===== config.mk =====
export PLATFORM = sky130hd
export DESIGN_NAME = demux_1_4_buf
export DESIGN_NICKNAME = d
export VERILOG_FILES = /design/src/rtl/demux_1_4_buf.sv
export SDC_FILE = /design/constraint.sdc
export NUM_CORES = 1
export LEC_CHECK = 0
export ABC_AREA = 1
export CORE_ASPECT_RATIO = 0.5
export CORE_MARGIN = 2
export CORE_UTILIZATION = 51
export DETAILED_ROUTE_END_ITERATION = 16
export PLACE_DENSITY = 0.82
export SYNTH_ARGS = -nofsm -noshare
export SYNTH_HDL_FRONTEND = slang
export SYNTH_SLANG_ARGS = --single-unit
export TNS_END_PERCENT = 30

===== constraint.sdc =====
create_clock -name clk -period 3.5 [get_ports clk]
set_input_delay 1.05 -clock clk [delete_from_list [all_inputs] [get_ports clk]]
set_output_delay 1.05 -clock clk [all_outputs]
set_load 0.01 [all_outputs]

===== src/rtl/demux_1_4_buf.sv =====
// 1-to-4 demultiplexer with an independent 2-entry FIFO on each output lane.
// Define DEMUX_1_4_BUF_CNT_EN to add 16-bit per-lane output-transfer counters (cnt0..cnt3).
module demux_1_4_buf #(
  parameter int data_width_param = 32,
  parameter int sel_width_param  = 2
) (
  input  logic                        clk,
  input  logic                        rst_n,
  input  logic [data_width_param-1:0] din,
  input  logic [sel_width_param-1:0]  sel,
  input  logic                        din_valid,
  output logic                        din_ready,
  output logic [data_width_param-1:0] q0,
  output logic [data_width_param-1:0] q1,
  output logic [data_width_param-1:0] q2,
  output logic [data_width_param-1:0] q3,
  output logic [3:0]                  q_valid,
  input  logic [3:0]                  q_ready
`ifdef DEMUX_1_4_BUF_CNT_EN
  ,
  output logic [15:0]                 cnt0,
  output logic [15:0]                 cnt1,
  output logic [15:0]                 cnt2,
  output logic [15:0]                 cnt3
`endif
);

  typedef enum logic [1:0] {
    EMPTY = 2'd0,
    ONE   = 2'd1,
    FULL  = 2'd2
  } lane_state_t;

  lane_state_t                 state      [4];
  lane_state_t                 state_next [4];
  logic [data_width_param-1:0] mem        [4][2];
  logic [data_width_param-1:0] head       [4];
  logic [data_width_param-1:0] head_next  [4];
  logic                        wr_ptr     [4];
  logic                        rd_ptr     [4];
  logic [3:0]                  push;
  logic [3:0]                  pop;

  // A full lane still accepts a word when its head leaves in the same cycle.
  assign din_ready = (state[sel] != FULL) || q_ready[sel];
  assign push      = (din_valid && din_ready) ? (4'b0001 << sel) : 4'b0000;
  assign pop       = q_valid & q_ready;

  always_comb begin
    for (int i = 0; i < 4; i++) begin
      q_valid[i] = (state[i] != EMPTY);
    end
  end

  // The head is kept in its own register so it holds its last value while the
  // lane is empty, independent of which slot the read pointer has moved to.
  always_comb begin
    for (int i = 0; i < 4; i++) begin
      // NOTE: every combinational output gets a default first, so no path can infer a latch.
      state_next[i] = state[i];
      head_next[i]  = head[i];
      case (state[i])
        EMPTY: begin
          if (push[i]) begin
            state_next[i] = ONE;
            head_next[i]  = din;
          end
        end
        ONE: begin
          if (push[i]) begin
            head_next[i] = pop[i] ? din : head[i];
            if (!pop[i]) state_next[i] = FULL;
          end else if (pop[i]) begin
            state_next[i] = EMPTY;
          end
        end
        FULL: begin
          if (pop[i]) begin
            head_next[i] = mem[i][~rd_ptr[i]];
            if (!push[i]) state_next[i] = ONE;
          end
        end
        default: state_next[i] = EMPTY;
      endcase
    end
  end

  always_ff @(posedge clk) begin
    for (int i = 0; i < 4; i++) begin
      if (!rst_n) begin
        // NOTE: sequential state always uses non-blocking assignments so every register samples pre-edge values.
        state[i]  <= EMPTY;
        head[i]   <= '0;
        wr_ptr[i] <= 1'b0;
        rd_ptr[i] <= 1'b0;
      end else begin
        state[i] <= state_next[i];
        head[i]  <= head_next[i];
        if (push[i]) wr_ptr[i] <= ~wr_ptr[i];
        if (pop[i])  rd_ptr[i] <= ~rd_ptr[i];
      end
    end
  end

  // NOTE: the storage array has no reset; the lane state and pointers alone decide which slots are live.
  always_ff @(posedge clk) begin
    for (int i = 0; i < 4; i++) begin
      if (rst_n && push[i]) mem[i][wr_ptr[i]] <= din;
    end
  end

  assign q0 = head[0];
  assign q1 = head[1];
  assign q2 = head[2];
  assign q3 = head[3];

`ifdef DEMUX_1_4_BUF_CNT_EN
  logic [15:0] cnt [4];

  always_ff @(posedge clk) begin
    for (int i = 0; i < 4; i++) begin
      if (!rst_n)      cnt[i] <= 16'd0;
      else if (pop[i]) cnt[i] <= cnt[i] + 16'd1;
    end
  end

  assign cnt0 = cnt[0];
  assign cnt1 = cnt[1];
  assign cnt2 = cnt[2];
  assign cnt3 = cnt[3];
`endif

endmodule

==> flow_metrics.py <==
metrics = {
    "floorplanning": {
        "fp.dieW_um": 257,
        "start_util_pct": 51.7,
        "rows": 46,
        "ioPinCount": 174,
        "die_h_um": 131,
        "core_sq_mm": 0.0316,
        "die-area_sq_mm": 0.0336,
    },
    "global_route": {
        "antenna_found_initial": 2,
        "grt_pass1_wl_um": 67300,
        "first_global_vias": 12300,
        "grt_max_degree": 68,
        "grt_util_all_layers_pct": 26.2,
        "gr-total-overflow": 0,
    },
    "power_and_ir_drop": {
        "internal_power_uw": 7650,
        "power.share.clock_pct": 38.1,
        "p_sw_uw": 2320,
        "seqPwrFrac_pct": 52.4,
        "p_per_area_mw_per_mm2": 501,
        "comb_power_share_pct": 9.5,
        "vdd.ir_drop.worst_mv": 0.317,
        "power_leakage_uw": 0.00759,
        "fin_total_pwr_uw": 9980,
        "switching_share_pct": 23.3,
    },
    "critical_path": {
        "path_cells": "clkdlybuf4s50_1 > buf_6 > nor2_2 > nand2_1 > nand2_1 > nor2_1 > nand2_4 > dlygate4sd2_1",
        "startpoint_type": "input pin",
        "crit_type": "input pin to primary output",
        "critical_path.max_stage_delay_ns": 0.51,
        "path_buf_inv": 3,
        "critPathCaptureType": "primary output",
        "crit_arrival_ns": 2.39,
        "crit_path_frequent_cell": "nand2_1",
        "critPathLaunch": "sel[0]",
        "critPathTopFamily": "buffers and inverters",
        "ff2ff_setup_slack_ns": 1.22,
        "cp_max_fo": 8,
        "cp_slowest_cell": "clkdlybuf4s50_1",
        "required_ns": 2.45,
        "r2r_start": "state[3][1]",
    },
    "finish": {
        "final_nets": 1932,
        "syn_to_final_growth_pct": 21.8,
        "final_util_pct": 63.0,
        "diodes": 0,
        "drive_above_1_share_pct": 7.51,
        "stdcell_area_sq_mm": 0.0199,
    },
    "synthesis": {
        "synthMuxAreaShare_pct": 0,
        "syn-cell-area_sq_mm": 0.0163,
        "synth-compound-area-share_pct": 8.72,
        "synth_common_cells": "375 x nand2_1, 283 x nor2_1, 262 x edfxtp_1",
        "synth_area_per_cell_sq_um": 9.49,
        "async_flop_share_pct": 0,
        "synthTopCellsByArea": "edfxtp_1 48%, dfxtp_1 17%, nand2_1 8.6%",
        "synth_xor_area_share_pct": 0,
        "synth_edf_count": 262,
        "yosys.area.top_type": "edfxtp_1",
        "yosys.area_share.simple_pct": 20.6,
        "ys.flop_type": "edfxtp_1",
        "synth_cell_type_count": 24,
        "yosysMostFrequentCell": "nand2_1",
        "synthAdderAreaFrac_pct": 0,
        "yosysTopAreaCellShare_pct": 48.2,
        "synth_warnings": 0,
        "synth_top_family_by_area": "simple AND/OR/NAND/NOR gates",
        "syn_inst": 1721,
        "synth_seq_area_share_pct": 65.1,
        "synth_seq_cells": 400,
        "synthesis.nets": 1762,
    },
    "hold_path": {
        "min-delay-start": "head[1][29]",
        "holdCritPathClass": "flop to flop",
    },
    "timing": {
        "finalCritPeriodShare_pct": 98.4,
        "setup_violations": 0,
        "tns_ns": 0,
        "rsz0062_at_grt": "false",
        "skew_ns": 0.0156,
        "fmax_ghz": 0.290,
        "report.final.hold_viol_count": 0,
        "period_needed_ns": 3.44,
        "worst_pin_slew_ns": 1.08,
        "max_slew_margin_pct": 28.1,
        "slew_violations": 0,
        "hold_slack_ns": 0.480,
    },
    "clock_network": {
        "htree_levels": 2,
        "cts_buffers": 37,
        "hold_buffers": 0,
        "clockBufferDepth": 3,
        "clock-sinks": 400,
        "clock_latency_ns": 0.52,
        "cts_tree": "done",
        "cts_root_buf": "clkbuf_16",
        "postCtsSetupRepairBufs": 0,
        "path_clk_slew_ns": 0.06,
    },
    "place": {
        "hpwl_um": 29200,
        "place_congestion": 0.872,
        "io_buffers": 173,
        "placed_area_sq_mm": 0.0188,
    },
    "routing": {
        "viasPerCell": 5.59,
        "wirelength_um": 45200,
        "wl_per_cell_um": 19.2,
        "vias": 13100,
        "drcViolationCount": 0,
        "dr.pass1.iters": 6,
        "drt_iter0_markers": 1876,
        "postRouteAntennaNets": 0,
    },
    "status": {
        "status": "finished clean",
    },
    "run": {
        "maxCapViolations": 0,
    },
}
-- per-layer routing --
| metal | up-vias | part of all wire (%) | track usage [%] |
|---|---|---|---|
| met4 | 0 | 3.7 | 11.4 |
| met1 | 6312 | 38 | 32.8 |
| li1 | 6097 | - | - |
| met5 | - | 0 | 0 |
| met2 | 619 | 48 | 44.4 |
| met3 | 111 | 10 | 6.23 |
-- placed cells by master (no fill, tap or decap), types with 7 or more instances in the layout --
master           netlist  routed
clkbuf_1              74      11
nand3_1              140     140
nor2_1               283     271
o22ai_1               55      55
nand2_1              375     375
buf_12                 0       7
nor2_2                 2      10
edfxtp_1             262     262
clkbuf_16              0      38
dfxtp_1              138     138
o21ai_0              122     122
nand4_1                8       8
clkdlybuf4s50_1        0     171
a21oi_1               73      73
buf_4                  5      59
o21ai_1               21      21
inv_1                116     116
-- area by class of cell --
| type | instances | area (sq um) |
|---|---|---|
| Tap cell | 432 | 541 |
| Clock inverter | 10 | 42.5 |
| Clock buffer | 55 | 1070 |
| Timing Repair Buffer | 239 | 2310 |
| Multi-Input combinational cell | 1094 | 4840 |
| Inverter | 119 | 447 |
| Fill cell | 2316 | 11700 |
| Sequential cell | 400 | 10600 |
-- sequential cells by signal, indices dropped and copies added (netlist names) --
| register | flops |
|---|---|
| mem | 256 |
| head | 128 |
| state | 8 |
| rd_ptr | 4 |
| wr_ptr | 4 |
-- power groups by stage --
stage	logic (uW)	registers [uW]	clock network [uW]
finish	952	5230	3800
global route	1030	5240	4000
CTS	940	5230	3800
detailed placement	929	5330	0
global placement	905	5320	0
floorplan	410	5360	0
-- metrics by stage --
| stage | instances | worst slack [ns] |
|---|---|---|
| finish | 2349 | 0.0570 |
| global route | 2349 | 0.0134 |
| CTS | 2349 | 0.0584 |
| detailed placement | 2284 | -0.155 |
| global placement | 2284 | -0.116 |
| floorplan | 1721 | -0.228 |
-- worst reg2reg max path: cells and delay by family, from the launching register on --
family,cells,cell delay (ns)
flip-flops,1,0.39
AO/OA/AOI/OAI,2,0.50
AND/OR/NAND/NOR,3,0.75
buffers and inverters,2,0.58
-- repair_timing --
action | 4_1_cts | 5_1_grt
cloned | 0 | 0
pin swaps | 0 | 0
setup endpoints to repair | 1 | 1
resized for setup | 1 | 1
-- worst paths after layout --
kind,endpoint,depth (start not counted)
worst max-delay path,din_ready,8
worst min-delay path,head[1][29],2
worst max register to register,head[3][0],7
worst min register to register,head[1][29],2
-- kinds of logic after synthesis --
logic type,count (synthesis)
simple gates,823
buf+inv,227
compound gates,271
flops,400
Note: power is estimated with default switching activity, not from simulation.
